`src/rtl/boot_rom_loader_if.sv`:
```
// ROM read port and RAM write port seen by the boot loader.
interface boot_rom_loader_if #(
    parameter int unsigned ADDR_W = 12
);
    logic [ADDR_W-1:0] rom_addr;
    logic [7:0]        rom_data;
    logic [ADDR_W-1:0] ram_addr;
    logic [7:0]        ram_wdata;
    logic              ram_we;

    // Loader side: drives addresses and the write strobe, reads ROM data.
    modport master (
        output rom_addr,
        input  rom_data,
        output ram_addr,
        output ram_wdata,
        output ram_we
    );

    // Memory side: answers ROM reads combinationally, accepts RAM writes.
    modport slave (
        input  rom_addr,
        output rom_data,
        input  ram_addr,
        input  ram_wdata,
        input  ram_we
    );
endinterface

```
`src/rtl/boot_rom_loader.sv`:
```
// Boot sequencer: copies a fixed image from program ROM into program RAM one
// byte per clock while holding the CPU in reset, then releases the CPU after
// a settle delay. A reload request while running repeats the whole sequence.
module boot_rom_loader #(
    parameter int unsigned ADDR_W      = 12,
    parameter int unsigned COPY_LEN    = 162,
    parameter int unsigned SRC_BASE    = 0,
    parameter int unsigned DST_BASE    = 0,
    parameter int unsigned HOLD_CYCLES = 4
) (
    input  logic                      clk,
    input  logic                      rst_n,
    input  logic                      reload,
    boot_rom_loader_if.master         bus,
    output logic                      cpu_rst_n,
    output logic                      busy,
    output logic                      done,
    output logic [7:0]                checksum
);

    localparam int unsigned IdxW = ADDR_W + 1;
    localparam logic [IdxW-1:0]   LastIdx  = IdxW'((COPY_LEN > 0) ? COPY_LEN - 1 : 0);
    localparam logic [ADDR_W-1:0] SrcBase  = ADDR_W'(SRC_BASE);
    localparam logic [ADDR_W-1:0] DstBase  = ADDR_W'(DST_BASE);
    localparam logic [7:0]        HoldLast = 8'(HOLD_CYCLES);

    typedef enum logic [1:0] {StIdle, StCopy, StHold, StRun} state_e;

    state_e            state_q;
    logic [IdxW-1:0]   idx_q;
    logic [7:0]        hold_cnt_q;
    logic [7:0]        checksum_q;
    logic [IdxW-1:0]   addr_idx;

    // Sequencer state, copy index, settle counter and running checksum.
    always_ff @(posedge clk) begin
        if (!rst_n) begin
            state_q    <= StIdle;
            idx_q      <= '0;
            hold_cnt_q <= '0;
            checksum_q <= '0;
        end else begin
            unique case (state_q)
                StIdle: begin
                    idx_q      <= '0;
                    checksum_q <= '0;
                    hold_cnt_q <= '0;
                    state_q    <= (COPY_LEN > 0) ? StCopy : StHold;
                end
                StCopy: begin
                    checksum_q <= checksum_q + bus.rom_data;
                    idx_q      <= idx_q + IdxW'(1);
                    if (idx_q == LastIdx) begin
                        state_q    <= StHold;
                        hold_cnt_q <= '0;
                    end
                end
                StHold: begin
                    hold_cnt_q <= hold_cnt_q + 8'd1;
                    if (hold_cnt_q == HoldLast) begin
                        state_q <= StRun;
                    end
                end
                StRun: begin
                    if (reload) begin
                        state_q <= StIdle;
                    end
                end
                default: state_q <= StIdle;
            endcase
        end
    end

    // Outside COPY idx has already stepped past the last byte, so back off
    // by one to keep the addresses parked on the final write.
    always_comb begin
        addr_idx = idx_q;
        if (state_q != StCopy && idx_q != '0) begin
            addr_idx = idx_q - IdxW'(1);
        end
    end

    assign bus.rom_addr  = SrcBase + addr_idx[ADDR_W-1:0];
    assign bus.ram_addr  = DstBase + addr_idx[ADDR_W-1:0];
    assign bus.ram_wdata = bus.rom_data;
    assign bus.ram_we    = (state_q == StCopy);

    assign cpu_rst_n = (state_q == StRun);
    assign done      = (state_q == StRun);
    assign busy      = (state_q != StRun);
    assign checksum  = checksum_q;

endmodule

```
`src/flat_wrapper.sv`:
```
// flat-port wrapper written by rule: the top's interface ports become plain ports
module boot_rom_loader_flat 
#(
    parameter int unsigned ADDR_W      = 12,
    parameter int unsigned COPY_LEN    = 162,
    parameter int unsigned SRC_BASE    = 0,
    parameter int unsigned DST_BASE    = 0,
    parameter int unsigned HOLD_CYCLES = 4
)
  (clk, rst_n, reload, cpu_rst_n, busy, done, checksum, bus_rom_addr, bus_rom_data, bus_ram_addr, bus_ram_wdata, bus_ram_we);
  boot_rom_loader_if #(.ADDR_W(ADDR_W)) bus_i ();
  input  logic clk;
  input  logic rst_n;
  input  logic reload;
  output logic cpu_rst_n;
  output logic busy;
  output logic done;
  output logic [7:0] checksum;
  output wire logic [$bits(bus_i.rom_addr)-1:0] bus_rom_addr;
  input wire logic [$bits(bus_i.rom_data)-1:0] bus_rom_data;
  output wire logic [$bits(bus_i.ram_addr)-1:0] bus_ram_addr;
  output wire logic [$bits(bus_i.ram_wdata)-1:0] bus_ram_wdata;
  output wire logic [$bits(bus_i.ram_we)-1:0] bus_ram_we;
  assign bus_rom_addr = bus_i.rom_addr;
  assign bus_i.rom_data = bus_rom_data;
  assign bus_ram_addr = bus_i.ram_addr;
  assign bus_ram_wdata = bus_i.ram_wdata;
  assign bus_ram_we = bus_i.ram_we;
  boot_rom_loader #(.ADDR_W(ADDR_W), .COPY_LEN(COPY_LEN), .SRC_BASE(SRC_BASE), .DST_BASE(DST_BASE), .HOLD_CYCLES(HOLD_CYCLES)) u_core (.clk(clk), .rst_n(rst_n), .reload(reload), .bus(bus_i), .cpu_rst_n(cpu_rst_n), .busy(busy), .done(done), .checksum(checksum));
endmodule
```
`config.mk`:
```
export PLATFORM = sky130hd
export DESIGN_NAME = boot_rom_loader_flat
export DESIGN_NICKNAME = d
export VERILOG_FILES = /design/src/rtl/boot_rom_loader_if.sv /design/src/rtl/boot_rom_loader.sv /design/src/flat_wrapper.sv
export SDC_FILE = /design/constraint.sdc
export NUM_CORES = 1
export LEC_CHECK = 0
export BUFFER_PORTS_ARGS = -buffer_cell sky130_fd_sc_hd__clkbuf_2
export CORE_MARGIN = 3
export CORE_UTILIZATION = 30
export CTS_CLUSTER_DIAMETER = 150
export DETAILED_ROUTE_END_ITERATION = 10
export PLACE_DENSITY_LB_ADDON = 0.08
export SETUP_SLACK_MARGIN = 0.2
export SLEW_MARGIN = 40
export SYNTH_ARGS = -nofsm -noshare
export SYNTH_HDL_FRONTEND = slang
export SYNTH_SLANG_ARGS = --single-unit
```
`constraint.sdc`:
```
create_clock -name clk -period 2.9 [get_ports clk]
set_input_delay 0.87 -clock clk [delete_from_list [all_inputs] [get_ports clk]]
set_output_delay 0.87 -clock clk [all_outputs]
set_load 0.01 [all_outputs]
```
==> reports/metrics.yaml <==
cts:
  ctsLongestPathBuffers: 2
  cts.root.buffer_cell: "clkbuf_8"
  cts_htree_levels: 2
  cts_tree: "done"
  numCtsBuffers: 5
  clkSlewWorstSetupHoldPaths_ns: 0.06
  cts_hold_bufs: 0
  numClockSinks: 31
  clk_latency_ns: 0.28
grt:
  via_count_of_the_first_global_routing_pass: 2145
  grt_first_pass_wirelength_mm: 10.3
  global_route_usage_sum_pct: 14.4
  global_route.overflow_total: 0
  grt_start_max_net_pins: 21
  grt_antenna_before_repair: 0
worst_setup_path:
  cp_slowest_cell: "or3_4"
  worst_setup_path_start_kind: "flip-flop"
  ff2ff_setup_slack_ns: 0.66
  critical_path_arrival_ns: 1.95
  crit_path_max_incr_delay_ns: 0.40
  cp_data_required_time_ns: 2.03
  worstSetupPathType: "flip-flop to output pin"
  path_max_fanout: 3
  crit_path_cell_trace: "or3_4, o31a_4, and2_4, and2b_2, xor2_2, buf_2"
  end_kind: "output pin"
logic_synthesis:
  synth_fp_nets: 327
  post-synth-top-area-cell: "dfxtp_1"
  fraction_of_registers_with_async_set_or_reset_after_synthesis_pct: 0
  mappedNetlistArea_sq_um: 2360
  synth_seq_cells: 31
  synth.top_cells.by_count: "31 x dfxtp_1, 29 x nor2_1, 25 x a21oi_1, 23 x buf_4, 17 x ha_1"
  syn-instance-count: 298
  synth_flop_cell: "dfxtp_1"
  seq_area_frac_synth_pct: 26.3
  cell_variety_after_synth: 49
  synth.avg_cell_area_sq_um: 7.91
  yosys-top-cells-area: "dfxtp_1 26%, ha_1 9.0%, buf_4 7.3%, a21oi_1 5.3%, nor2_1 4.6%"
  ys.warnings.count: 0
  yosys_top_cell_area_share_pct: 26.3
  synth-edff-count: 0
  yosysMostFrequentCell: "dfxtp_1"
sta:
  timing.final.setup_violations: 0
  min_period_ns: 2.82
  slew_viol_final: 0
  timing_worst_slew_pin_value_ns: 0.648
  portion_of_the_clock_cycle_consumed_by_the_worst_path_in_the_final_layout_pct: 97.2
  max_slew_margin_pct: 56.6
  hold_viol_final: 0
  rsz_0062_raised_after_global_routing: "yes"
  fin_tns_setup_ns: 0
  clock-skew-final_ns: 0.00277
  fmax_mhz: 355
layout:
  final_net_count: 372
  fillCellCount: 838
  stdcell_area_sq_um: 2880
  area_taken_by_multi_input_logic_gates_sq_um: 1540
  areaGrowthSynthToFinish_pct: 22.0
  num_antenna_cells: 0
  stdcell_count: 442
  regArea_sq_um: 633
  share_of_post_route_cells_with_drive_strength_above_1_pct: 32.9
power:
  cellLeakagePower_nw: 1.24
  power-per-cell-area_nw_per_um2: 711
  max-vdd-ir-drop_mv: 0.254
floorplanning:
  fp.coreArea_sq_um: 7450
  die-height_um: 94.7
  die_area_sq_um: 8960
  floorplan.initialDensity_pct: 31.7
  fp-row-count: 31
  io-pin-count: 55
  floorplan.die.width_um: 94.7
place:
  detailedPlacementHpwl_mm: 4.44
  globalplace.congestion: 0.734
  placed_cells_incl_taps: 429
  area_of_placed_instances_sq_um: 2680
  portBuffers: 54
route:
  antenna_violating_nets_post_route: 0
  detail_route.iter0.violations: 67
  routed_wl_mm: 6.04
  detail_route.drc_violations: 0
  total_via_count_after_detailed_routing: 2219
  wire_per_inst_um: 13.7
  avgViaCountPerCell: 5.02
  dr.pass1.iters: 4
worst_hold_path:
  worst_hold_path_type: "flip-flop to flip-flop"
run_status:
  outcome: "finished clean"
flow_run:
  max_cap_viol_count: 0
==> cell families after synthesis <==
group	count (synthesis)	synth area share [%]
AND/OR/NAND/NOR	109	25.2
AO/OA/AOI/OAI	69	18.9
buffers and inverters	51	12.1
flip-flops	31	26.3
adder cells (fa/ha/maj)	18	9.87
XOR/XNOR	16	5.94
multiplexers	4	1.70
==> where the power goes <==
| group | leakage (nW) | internal (mW) | switching (mW) |
|---|---|---|---|
| Combinational | 0.934 | 0.518 | 0.662 |
| Clock | 0.0470 | 0.186 | 0.165 |
| Sequential | 0.254 | 0.471 | 0.0414 |
| Total | 1.24 | 1.18 | 0.868 |
==> state kept, by name (all words and copies together) (netlist names) <==
signal             cells
u_core.checksum        8
u_core.hold_cnt_q      8
u_core.idx_q          13
u_core.state_q         2
==> routing by layer <==
layer / wire length, um / share of wire [%] / GRT usage (%)
met1: 2850 / 47 / 18.2
met2: 2840 / 47 / 24.3
met3: 279 / 4.6 / 3.11
met4: 68 / 1.1 / 4.33
met5: 0 / 0 / 0
==> worst paths after layout <==
check / from / endpoint / cells past startpoint
min reg2reg: u_core.hold_cnt_q[7] / u_core.hold_cnt_q[7] / 2
max reg2reg: u_core.idx_q[2] / u_core.hold_cnt_q[3] / 6
max: u_core.idx_q[9] / bus_rom_addr[9] / 6
min: u_core.hold_cnt_q[7] / u_core.hold_cnt_q[7] / 2
==> metrics by stage <==
step | utilization [%] | power (mW) | setup WS, ns | hold slack [ns]
4_1_cts | 38.3 | 2.07 | 0.0443 | 0.491
3_5_place_dp | 35.9 | 1.66 | 0.260 | 0.478
2_1_floorplan | - | 1.37 | 0.202 | 0.458
6_report | 38.6 | 2.04 | 0.0816 | 0.491
5_1_grt | 38.6 | 2.22 | 0.0163 | 0.536
3_3_place_gp | 35.9 | 1.66 | 0.281 | 0.475
==> worst max-delay path: cells and delay by family (launching register included) <==
kind | cells | cell delay, ns
xor+xnor | 1 | 0.14
flops | 1 | 0.31
compound gates | 1 | 0.34
buf+inv | 1 | 0.14
simple gates | 3 | 0.74
==> layout by cell type (no fill, tap or decap), types with 3 or more instances in the layout <==
| cell | Yosys | layout |
|---|---|---|
| or2_2 | 3 | 3 |
| mux2i_1 | 4 | 4 |
| nand4_1 | 7 | 7 |
| or3_1 | 4 | 3 |
| a21oi_1 | 25 | 25 |
| buf_2 | 0 | 9 |
| a21o_1 | 6 | 6 |
| o21ai_0 | 15 | 14 |
| nand3_1 | 12 | 12 |
| nor2_1 | 29 | 29 |
| xnor2_1 | 12 | 11 |
| dfxtp_1 | 31 | 25 |
| clkbuf_8 | 0 | 6 |
| ha_1 | 17 | 15 |
| nor3_2 | 0 | 4 |
| nor3_1 | 14 | 10 |
| o211ai_1 | 5 | 5 |
| nor3b_1 | 7 | 7 |
| dfxtp_2 | 0 | 4 |
| xor2_1 | 4 | 3 |
| nand2_1 | 14 | 14 |
| buf_4 | 23 | 19 |
| a311oi_1 | 3 | 3 |
| clkbuf_2 | 0 | 45 |
| inv_1 | 14 | 11 |
==> timing repair <==
action	4_1_cts	5_1_grt
resized for setup	16	17
pin swaps	7	4
endpoints found under the setup margin	22	24
buffers inserted	6	0
==> layout make-up <==
type                       instances  share of cell area, %
multi-input combinational        216                   53.6
inverter                          14                   1.91
tap                               99                   4.31
timing repair buffer              75                   15.1
clock inverter                     1                  0.174
sequential                        31                   22.0
clock buffer                       6                   2.87
Note: power is estimated with default switching activity, not from simulation.
